==> src/rtl/instr_reg_operand_select.sv <==
// Instruction register plus ALU-B operand and writeback multiplexers.
// Define IMM_SIGN_EXT_EN to sign-extend the immediate; otherwise it is zero-extended.
module instr_reg_operand_select #(
  parameter int DATA_W  = 64,
  parameter int INSTR_W = 32
) (
  input  logic               clock,
  input  logic               reset_n,
  input  logic               r_enable,
  input  logic [DATA_W-1:0]  data_in,
  output logic [INSTR_W-1:0] data_out,
  input  logic [DATA_W-1:0]  rb,
  input  logic               sel_mux1,
  output logic [DATA_W-1:0]  s1,
  input  logic [DATA_W-1:0]  mem_dout,
  input  logic [DATA_W-1:0]  soma,
  input  logic               sel_mux2,
  output logic [DATA_W-1:0]  s2
);

  logic [INSTR_W-1:0] ir;
  logic [DATA_W-1:0]  imm;
  logic               unused_hi;

  // Only the low word of the fetch bus carries the instruction.
  assign unused_hi = ^data_in[DATA_W-1:INSTR_W];

  always_ff @(posedge clock) begin
    if (!reset_n) begin
      ir <= '0;
    end else if (r_enable) begin
      ir <= data_in[INSTR_W-1:0];
    end
  end

  assign data_out = ir;

`ifdef IMM_SIGN_EXT_EN
  assign imm = {{(DATA_W-INSTR_W){ir[INSTR_W-1]}}, ir};
`else
  assign imm = {{(DATA_W-INSTR_W){1'b0}}, ir};
`endif

  assign s1 = sel_mux1 ? rb : imm;
  assign s2 = sel_mux2 ? soma : mem_dout;

endmodule

==> config.mk <==
export PLATFORM = sky130hd
export DESIGN_NAME = instr_reg_operand_select
export DESIGN_NICKNAME = d
export VERILOG_FILES = /design/src/rtl/instr_reg_operand_select.sv
export SDC_FILE = /design/constraint.sdc
export NUM_CORES = 1
export LEC_CHECK = 0
export ABC_AREA = 0
export BUFFER_PORTS_ARGS = -buffer_cell sky130_fd_sc_hd__clkbuf_2
export CAP_MARGIN = 20
export CORE_AREA = 3 3 163 165
export CTS_CLUSTER_DIAMETER = 50
export CTS_CLUSTER_SIZE = 28
export DETAILED_ROUTE_END_ITERATION = 6
export DIE_AREA = 0 0 166 168
export PLACE_DENSITY_LB_ADDON = 0.15
export RECOVER_POWER = 25
export SKIP_LAST_GASP = 1
export SLEW_MARGIN = 0
export SYNTH_ARGS = -nofsm -noshare
export SYNTH_HDL_FRONTEND = slang
export SYNTH_SLANG_ARGS = --single-unit
==> constraint.sdc <==
create_clock -name clock -period 0.8 [get_ports clock]
set_input_delay 0.04 -clock clock [delete_from_list [all_inputs] [get_ports clock]]
set_output_delay 0.04 -clock clock [all_outputs]
set_load 0.05 [all_outputs]
After elaboration in Yosys (flattened, before gate mapping)
Cells that the tools add are included.
{"block": "classes", "n_mux": 2, "n_bitwise": 0, "magnitude_cmp": 0, "addsub": 0, "shift": 0, "n_eq_ne": 0, "div": 0, "n_reduce_logical": 0, "n_mul": 0}
{"op": "$mux W64", "n": 2}
{"block": "totals", "ramBits": 0, "in_bits": 261, "n_memories": 0, "wordCells": 3, "mem_bits_ro": 0, "latchBits": 0, "regBits": 32}

Logic depth before layout (Yosys ltp)
Gate-level depths: netlist (run 1).
{"block": "logic_depth", "ltp_word": 1, "ltp_mapped": 4, "mapped_depth_nobuf": 2}

Least setup slack after synthesis (run 1)
Ideal clock, no wire load.
{"block": "synth_timing", "path_kind": "flip-flop to output port", "startpoint": "reg ir[0] (netlist: data_out[0])", "endpoint": "out s1[0]", "required_time_ns": 0.760, "arrival_ns": 1.047, "stages_incl_launch_ff": 2, "path_buffers": 0, "path_slack_ns": -0.287, "cell_sequence": "dfxtp_1 -> mux2_2"}
{"block": "synth_via", "elab_chain_len": 1}
{"element": "start: declaration", "line_no": "21", "text": "logic [INSTR_W-1:0] ir;"}
{"element": "start signal: assignment", "line_no": "32", "text": "ir <= data_in[INSTR_W-1:0];"}
{"element": "$mux W64", "line_no": "44", "text": "assign s1 = sel_mux1 ? rb : imm;"}
{"element": "end: declaration", "line_no": "14", "text": "output logic [DATA_W-1:0] s1,"}
No other way between the ends.

Worst setup path after layout (run 1)
{"block": "layout_timing", "startpoint": "reg ir[11] (netlist: data_out[11])", "endpoint": "out s1[11]"}
Same word-level chain as after synthesis.

==> run_results.csv, run 1 <==
group,metric,value,unit
run_status,status,"finished with violations",
run_status,violations,"setup timing",
cells_and_area,final-seq-area,747,um^2
grt,grt.total_usage,10.6,%
yosys,synthesis.yosys.warnings,0,
clocking,cts_num_sinks,32,
setup_path,required,0.76,ns
cells_and_area,largest_register_ffs,32,
yosys,synthesis.area,0.00292,mm^2
clocking,clock_tree.buffer_depth,2,
detailed_routing,dr.pass1.iters,3,
power_and_ir_drop,power.leakage,0.00427,uW
sta,fin_hold_ws,0.0142,ns
cells_and_area,num_antenna_cells,0,
clocking,cts_hold_buf,0,
power_and_ir_drop,power.density_cell_area,1230,mW/mm^2
yosys,synthesis.area_per_instance,11.9,um^2
cells_and_area,fillerInstances,2513,
cells_and_area,most-common-layout-cells,"clkbuf_2 (226), mux2_4 (96), buf_8 (80)",
cells_and_area,multi_input_comb_area,0.00222,mm^2
place,place_worst_setup_slack,-0.230,ns
clocking,cts.root.buffer_cell,"clkbuf_16",
detailed_routing,ant_nets,0,
setup_path,launching_element_type_of_the_critical_path,"flip-flop",
yosys,synth.top_cell.area_share,31.9,%
worst_hold_path,min_delay_worst_type,"input port to flip-flop",
floorplan,die_area,0.0279,mm^2
detailed_routing,route.detailed.drc,0,
sta,final_max_slew_viols,0,
detailed_routing,drt-wirelength-per-cell,15.5,um
place,hpwlAfterDp,11700,um
detailed_routing,detail_route.vias_per_cell,3.56,
floorplan,floorplan.core_area,0.0252,mm^2
yosys,synth.ff_latch_count,32,
setup_path,critPathArrivalTime,1.08,ns
floorplan,num_rows,58,
worst_hold_path,worst_hold_path.num_cells,3,
setup_path,timing_worst_setup_path_type,"flip-flop to output pin",
grt,grt_max_degree,26,
clocking,cts_tree,"built",
sta,finalWorstPathRequiredPeriod,1.12,ns
place,portBuffers,388,
sta,setup_violations,120,
yosys,mappedNetlistNets,506,
cells_and_area,post_route_cells_drive_above_1_share,90.0,%
clocking,clock_latency_on_the_worst_skew_pair,0.28,ns
setup_path,worstSetupEndpointType,"output pin",
yosys,synth-seq-area-share,22.0,%
clocking,worst_setup_hold_path_clk_slew,0.05,ns
clocking,cts-buffers-inserted,5,
sta,timing_hold_violations_final,0,
place,detailed_place.area,0.00582,mm^2
setup_path,critical_path.max_fanout,2,
sta,max_freq,890,MHz
grt,grt_pass1_wl,23300,um
detailed_routing,initialDrtViolationCount,48,
place,globalplace.congestion,0.797,
detailed_routing,drt-total-wl,15600,um
run,timing.max_cap.violations,0,
power_and_ir_drop,fin_total_pwr,10400,uW
setup_path,r2r.worst_path.cells,4,
yosys,yosys.cell_types.count,10,
sta,tightest_slew,0.207,ns
sta,period_share,140,%
floorplan,boundaryPins,421,
detailed_routing,routed-via-count,3597,
power_and_ir_drop,ir_worst_vdd,0.541,mV
yosys,yosys.area.top_type,"mux2_4",
cells_and_area,final_cell_area,0.00843,mm^2
sta,grt_setup_unrepaired,"yes",
cells_and_area,total_number_of_nets_in_the_final_design,941,
grt,number_of_antenna_violations_at_the_first_check_in_global_routing,0,
yosys,top_cells_by_area_in_the_synthesized_netlist,"mux2_4 (32%), dfxtp_1 (22%), mux2_2 (13%), mux2i_1 (11%), and2_1 (6.9%)",
floorplan,floorplan.initialDensity,11.6,%
cells_and_area,layout_commonest_cell,"clkbuf_2",
place,dp.cells,973,
sta,timing.final.ws_setup,-0.324,ns
grt,gr-total-overflow,0,
cells_and_area,synthToLayoutAreaGrowth,189,%
sta,max-slew-margin-rel,86.2,%
yosys,synthCells,245,
cells_and_area,finish.cell_count_without_fillers,1011,
floorplan,die_width,166,um
clocking,cts_max_level,2,
sta,fin_worst_skew,0,ns
floorplan,die_height,168,um
grt,grt_pass1_vias,4046,
[Yosys cell counts]
| master | instances |
|---|---|
| and2_1 | 32 |
| clkbuf_1 | 6 |
| buf_12 | 6 |
| buf_4 | 1 |
| buf_6 | 8 |
| mux2_2 | 34 |
| mux2i_1 | 32 |
| dfxtp_1 | 32 |
| nor2b_1 | 32 |
| mux2_4 | 62 |
[repair_timing]
item | CTS | global route
setup buffers | 20 | 27
cloned | 11 | 1
setup endpoints to repair | 153 | 164
gates resized for setup | 378 | 121
[metrics by stage]
stage | setup TNS [ns] | utilization [%]
2_1_floorplan | -0.0272 | -
3_3_place_gp | -21.09 | 23.1
3_5_place_dp | -20.24 | 23.1
4_1_cts | -26.27 | 33.4
5_1_grt | -24.22 | 33.5
6_report | -20.99 | 33.5
[final timing paths]
path	to	slack, ns	from
max	s1[11]	-0.32	data_out[11]
min	data_out[20]	0.01	data_in[20]
max reg2reg	data_out[4]	-0.07	data_out[4]
min reg2reg	data_out[10]	0.55	data_out[10]
[metal layers]
layer	vias to the layer above	track usage (%)	part of all wire [%]
li1	1719	-	-
met1	1649	10.8	34
met2	210	20.9	56
met3	19	2.98	7.5
met4	0	3.07	2.1
met5	-	0	0
[critical path: stages (launching register included)]
cell and delay, ns:
dfxtp_4 0.34, mux2_4 0.28, clkbuf_16 0.17
[power breakdown]
group / internal, uW / switching, uW / total (uW)
clock network: 1450 / 725 / 2170
logic: 3290 / 3160 / 6450
registers: 1660 / 83.7 / 1740
total: 6400 / 3970 / 10400
[kinds of logic (layout without fill, tap and decap cells)]
group                  Yosys count  count (layout)  share of synthesized area, %
and+or+nand+nor                 64              64                          13.7
muxes                          128             128                          56.1
DFF                             32              32                          22.0
buffers and inverters           21             457                          8.24
[final cells by class]
type / count / area share, %
clock inverters: 3 / 0.445
clock buffers: 5 / 1.48
well taps: 330 / 4.90
repair buffers: 449 / 58.0
flip-flops and latches: 32 / 8.86
multi-input cells: 192 / 26.3
Power figures use the tool's default switching activity.
==> run 2, diff against run 1 <==
--- a/config.mk
+++ b/config.mk
@@ -14,5 +14,5 @@
 export DETAILED_ROUTE_END_ITERATION = 6
 export DIE_AREA = 0 0 166 168
-export PLACE_DENSITY_LB_ADDON = 0.15
+export PLACE_DENSITY = 0.36
 export RECOVER_POWER = 25
 export SKIP_LAST_GASP = 1
==> constraint.sdc (replaced) <==
create_clock -name clock -period 0.8 [get_ports clock]
set_input_delay 0.12 -clock clock [delete_from_list [all_inputs] [get_ports clock]]
set_output_delay 0.12 -clock clock [all_outputs]
set_load 0.05 [all_outputs]
==> run_results.csv, run 2 (synthesized netlist as in run 1, its figures left out) <==
group,metric,value,unit
run_status,status,"finished with violations",
run_status,violations,"setup timing",
detailed_routing,dr.pass1.iters,4,
grt,grt_pass1_vias,3927,
power_and_ir_drop,ir_worst_vdd,0.761,mV
sta,final_max_slew_viols,0,
place,hpwlAfterDp,12600,um
floorplan,boundaryPins,421,
grt,gr-total-overflow,0,
cells_and_area,finish.cell_count_without_fillers,1020,
sta,finalWorstPathRequiredPeriod,1.18,ns
place,detailed_place.area,0.00641,mm^2
place,portBuffers,388,
floorplan,die_width,166,um
cells_and_area,layout_commonest_cell,"clkbuf_2",
floorplan,floorplan.core_area,0.0252,mm^2
cells_and_area,post_route_cells_drive_above_1_share,90.4,%
floorplan,die_height,168,um
sta,fin_worst_skew,0,ns
detailed_routing,drt-wirelength-per-cell,15.7,um
setup_path,required,0.68,ns
run,timing.max_cap.violations,0,
setup_path,r2r.worst_path.cells,4,
power_and_ir_drop,power.density_cell_area,1180,mW/mm^2
detailed_routing,detail_route.vias_per_cell,3.55,
clocking,clock_latency_on_the_worst_skew_pair,0.27,ns
clocking,clock_tree.buffer_depth,2,
power_and_ir_drop,fin_total_pwr,10200,uW
clocking,worst_setup_hold_path_clk_slew,0.05,ns
setup_path,critical_path.max_fanout,2,
cells_and_area,synthToLayoutAreaGrowth,198,%
setup_path,crit_chain,"mux2_4 -> clkbuf_16",
sta,timing.final.ws_setup,-0.385,ns
setup_path,critical_path.reg2reg.startpoint,"data_out[20]",
cells_and_area,most-common-layout-cells,"clkbuf_2 (226), mux2_4 (96), buf_8 (96)",
grt,grt.total_usage,10.7,%
sta,setup_violations,155,
grt,number_of_antenna_violations_at_the_first_check_in_global_routing,1,
setup_path,critPathArrivalTime,1.06,ns
setup_path,timing_worst_setup_path_type,"flip-flop to output pin",
floorplan,floorplan.initialDensity,11.6,%
setup_path,max_stage_delay,0.34,ns
sta,max-slew-margin-rel,87.7,%
detailed_routing,route.detailed.drc,0,
setup_path,worst_path_max_delay_cell,"dfxtp_4",
sta,tightest_slew,0.182,ns
setup_path,launching_element_type_of_the_critical_path,"flip-flop",
place,dp.cells,990,
cells_and_area,largest_register_ffs,32,
worst_hold_path,worst_hold_path.num_cells,3,
cells_and_area,num_antenna_cells,0,
floorplan,die_area,0.0279,mm^2
worst_hold_path,worst_hold_startpoint,"data_in[10]",
cells_and_area,fillerInstances,2488,
detailed_routing,routed-via-count,3623,
sta,fin_tns_setup,-30.77,ns
clocking,cts-buffers-inserted,5,
grt,grt_pass1_wl,23400,um
detailed_routing,drt-total-wl,16100,um
cells_and_area,final_cell_area,0.00870,mm^2
clocking,cts_hold_buf,0,
sta,max_freq,844,MHz
clocking,cts_tree,"built",
clocking,cts_num_sinks,32,
cells_and_area,total_number_of_nets_in_the_final_design,951,
detailed_routing,initialDrtViolationCount,48,
sta,timing_hold_violations_final,0,
worst_hold_path,min_delay_worst_type,"input port to flip-flop",
floorplan,num_rows,58,
place,globalplace.congestion,0.819,
setup_path,r2r_setup_slack,-0.10,ns
clocking,cts_max_level,2,
detailed_routing,ant_nets,0,
power_and_ir_drop,power.leakage,0.00438,uW
worst_hold_path,min_to,"data_out[10]",
clocking,cts.root.buffer_cell,"clkbuf_16",
sta,period_share,148,%
setup_path,worstSetupEndpointType,"output pin",
grt,grt_max_degree,18,
sta,grt_setup_unrepaired,"yes",
setup_path,rr_endpoint,"data_out[20]",
[run 2: changes by cell type in the layout (fill, tap and decap cells not counted), moves of 2 or more]
cell	previous run	this run
and2_4	0	32
buf_12	19	50
clkbuf_4	7	0
clkbuf_16	53	33
buf_8	80	96
buf_16	9	15
clkbuf_8	16	2
buf_4	12	10
and2_1	2	0
clkinv_1	2	0
and2_2	30	0
[run 2: metal layers]
layer | part of all wire [%] | GRT usage (%)
met1 | 37 | 11.7
met4 | 0.77 | 1.48
met2 | 54 | 20.8
met5 | 0.044 | 0
met3 | 7.9 | 3.08
[run 2: cell type report]
type / instances / area (um^2) / share of cell area, %
repair buffers: 459 / 5150 / 59.2
clock buffers: 6 / 129 / 1.48
multi-input cells: 192 / 2250 / 25.9
clock inverters: 1 / 5.00 / 0.0576
flip-flops and latches: 32 / 749 / 8.62
well taps: 330 / 413 / 4.75
[run 2: critical path: cells and delay by family (launching register included)]
kind / cells / cell delay (ns)
mux: 1 / 0.27
buf+inv: 1 / 0.17
flops: 1 / 0.34
[run 2: power breakdown]
group | leakage (uW) | total (uW) | switching, uW | internal [uW]
Sequential | 0.000283 | 1730 | 76.9 | 1660
Combinational | 0.00403 | 6710 | 3230 | 3480
Clock | 0.0000667 | 1790 | 664 | 1130
[run 2: worst max-delay path by stage]
stage | from | cells after the start | end | slack, ns
after global placement | sel_mux2 | 4 | s2[54] | -0.40
after floorplan | sel_mux2 | 3 | s2[10] | -0.09
after global routing | data_out[23] | 2 | s1[23] | -0.41
final | data_out[23] | 2 | s1[23] | -0.38
after detailed placement | sel_mux2 | 4 | s2[36] | -0.40
after CTS | data_out[28] | 2 | s1[28] | -0.41
[run 2: repair_timing]
action                                  in CTS  in global routing
cloned                                      15                  0
setup buffers                                7                 24
pin swaps                                    3                  0
endpoints found under the setup margin     161                164
endpoints found under the hold margin        0                  0
resized for setup                          341                114
[run 2: metrics by stage]
step | utilization, % | hold slack (ns) | worst slack, ns
6_report | 34.5 | 0.104 | -0.385
5_1_grt | 34.5 | 0.113 | -0.409
4_1_cts | 34.2 | 0.0985 | -0.406
3_5_place_dp | 25.4 | 0.387 | -0.402
3_3_place_gp | 25.4 | 0.380 | -0.398
2_1_floorplan | - | 0.247 | -0.0944
==> run 3, diff against run 2 <==
- SKIP_LAST_GASP: 1 -> unset
==> run_results.csv, run 3 (synthesized netlist as in run 1, its figures left out) <==
group,metric,value,unit
run_status,status,"finished with violations",
run_status,violations,"setup timing",
detailed_routing,route.detailed.drc,0,
setup_path,r2r.worst_path.cells,4,
worst_hold_path,worst_hold_path.num_cells,3,
detailed_routing,dr.pass1.iters,4,
grt,grt_pass1_wl,23400,um
setup_path,launching_element_type_of_the_critical_path,"flip-flop",
cells_and_area,final_util,34.6,%
sta,fin_worst_skew,0,ns
sta,final_max_slew_viols,0,
floorplan,die_height,168,um
sta,timing_hold_violations_final,0,
setup_path,critPathArrivalTime,1.06,ns
clocking,cts_max_level,2,
setup_path,critical_path.max_fanout,2,
detailed_routing,ant_nets,0,
grt,gr-total-overflow,0,
grt,grt_max_degree,18,
cells_and_area,largest_register_ffs,32,
sta,finalWorstPathRequiredPeriod,1.18,ns
detailed_routing,drt-total-wl,16100,um
detailed_routing,routed-via-count,3615,
floorplan,die_area,0.0279,mm^2
floorplan,boundaryPins,421,
clocking,worst_setup_hold_path_clk_slew,0.05,ns
sta,max_freq,844,MHz
setup_path,critical_path.reg2reg.startpoint,"data_out[20]",
floorplan,die_width,166,um
power_and_ir_drop,power.density_cell_area,1180,mW/mm^2
detailed_routing,detail_route.vias_per_cell,3.54,
setup_path,worstSetupEndpointType,"output pin",
sta,tightest_slew,0.182,ns
cells_and_area,final_cell_area,0.00870,mm^2
floorplan,num_rows,58,
sta,max-slew-margin-rel,87.7,%
clocking,cts_num_sinks,32,
detailed_routing,drt-wirelength-per-cell,15.7,um
sta,timing.final.ws_setup,-0.384,ns
worst_hold_path,worst_hold_startpoint,"data_in[10]",
power_and_ir_drop,power.leakage,0.00439,uW
worst_hold_path,min_delay_worst_type,"input port to flip-flop",
grt,number_of_antenna_violations_at_the_first_check_in_global_routing,1,
grt,grt.total_usage,10.7,%
place,detailed_place.area,0.00641,mm^2
clocking,cts_tree,"built",
power_and_ir_drop,ir_worst_vdd,0.761,mV
setup_path,rr_endpoint,"data_out[20]",
cells_and_area,num_antenna_cells,0,
cells_and_area,most-common-layout-cells,"clkbuf_2 (226), mux2_4 (96), buf_8 (96)",
place,portBuffers,388,
floorplan,floorplan.core_area,0.0252,mm^2
run,timing.max_cap.violations,0,
setup_path,timing_worst_setup_path_type,"flip-flop to output pin",
sta,grt_setup_unrepaired,"yes",
clocking,cts-buffers-inserted,5,
cells_and_area,fillerInstances,2487,
setup_path,r2r_setup_slack,-0.10,ns
clocking,cts.root.buffer_cell,"clkbuf_16",
clocking,clock_latency_on_the_worst_skew_pair,0.27,ns
setup_path,required,0.68,ns
clocking,cts_hold_buf,0,
cells_and_area,post_route_cells_drive_above_1_share,90.4,%
detailed_routing,initialDrtViolationCount,47,
clocking,clock_tree.buffer_depth,2,
sta,period_share,148,%
worst_hold_path,min_to,"data_out[10]",
cells_and_area,synthToLayoutAreaGrowth,199,%
sta,setup_violations,155,
grt,grt_pass1_vias,3927,
floorplan,floorplan.initialDensity,11.6,%
cells_and_area,total_number_of_nets_in_the_final_design,951,
place,hpwlAfterDp,12600,um
place,globalplace.congestion,0.819,
cells_and_area,layout_commonest_cell,"clkbuf_2",
## run 3: timing repair
action                     CTS  global route
gates cloned                15             0
setup endpoints to repair  161           164
pin swaps                    3             0
gates resized for setup    341           116
setup buffers                7            24
## run 3: metal layers
layer	GRT usage [%]	vias up	part of all wire (%)
met2	20.8	219	54
li1	-	1745	-
met1	11.7	1641	37
met5	0	-	0.044
met3	3.08	8	7.9
met4	1.48	2	0.77
## run 3: layout make-up
type | instances | area [um^2] | share of cell area, %
multi-input combinational | 192 | 2250 | 25.8
timing repair buffer | 459 | 5160 | 59.3
clock inverter | 1 | 5.00 | 0.0575
tap | 330 | 413 | 4.74
sequential | 32 | 749 | 8.61
clock buffer | 6 | 129 | 1.48
## run 3: critical path, stage by stage (launching register included)
cell	delay [ns]
dfxtp_4	0.34
mux2_4	0.27
clkbuf_16	0.17
## run 3: metrics by stage
stage          hold slack, ns  cells  setup slack (ns)  power (uW)  setup TNS, ns
6_report                0.104   1020            -0.384       10200         -30.74
5_1_grt                 0.113   1020            -0.409       10700         -33.89
4_1_cts                0.0985   1018            -0.406       10100         -34.25
3_5_place_dp            0.387    990            -0.402        6830         -43.47
3_3_place_gp            0.380    990            -0.398        6840         -43.55
2_1_floorplan           0.247    245           -0.0944        5090          -8.48
## run 3: how the worst max path moves through the flow
| stage | startpoint | end | slack, ns | cells after the start |
|---|---|---|---|---|
| 2_1_floorplan | sel_mux2 | s2[10] | -0.09 | 3 |
| 3_3_place_gp | sel_mux2 | s2[54] | -0.40 | 4 |
| 3_5_place_dp | sel_mux2 | s2[36] | -0.40 | 4 |
| 4_1_cts | data_out[28] | s1[28] | -0.41 | 2 |
| 5_1_grt | data_out[23] | s1[23] | -0.41 | 2 |
| 6_report | data_out[23] | s1[23] | -0.38 | 2 |
## run 3: where the power goes
part,leakage (uW),switching [uW],internal (uW)
Sequential,0.000283,77.0,1660
Combinational,0.00404,3230,3480
Clock,0.0000667,664,1130
Total,0.00439,3970,6270
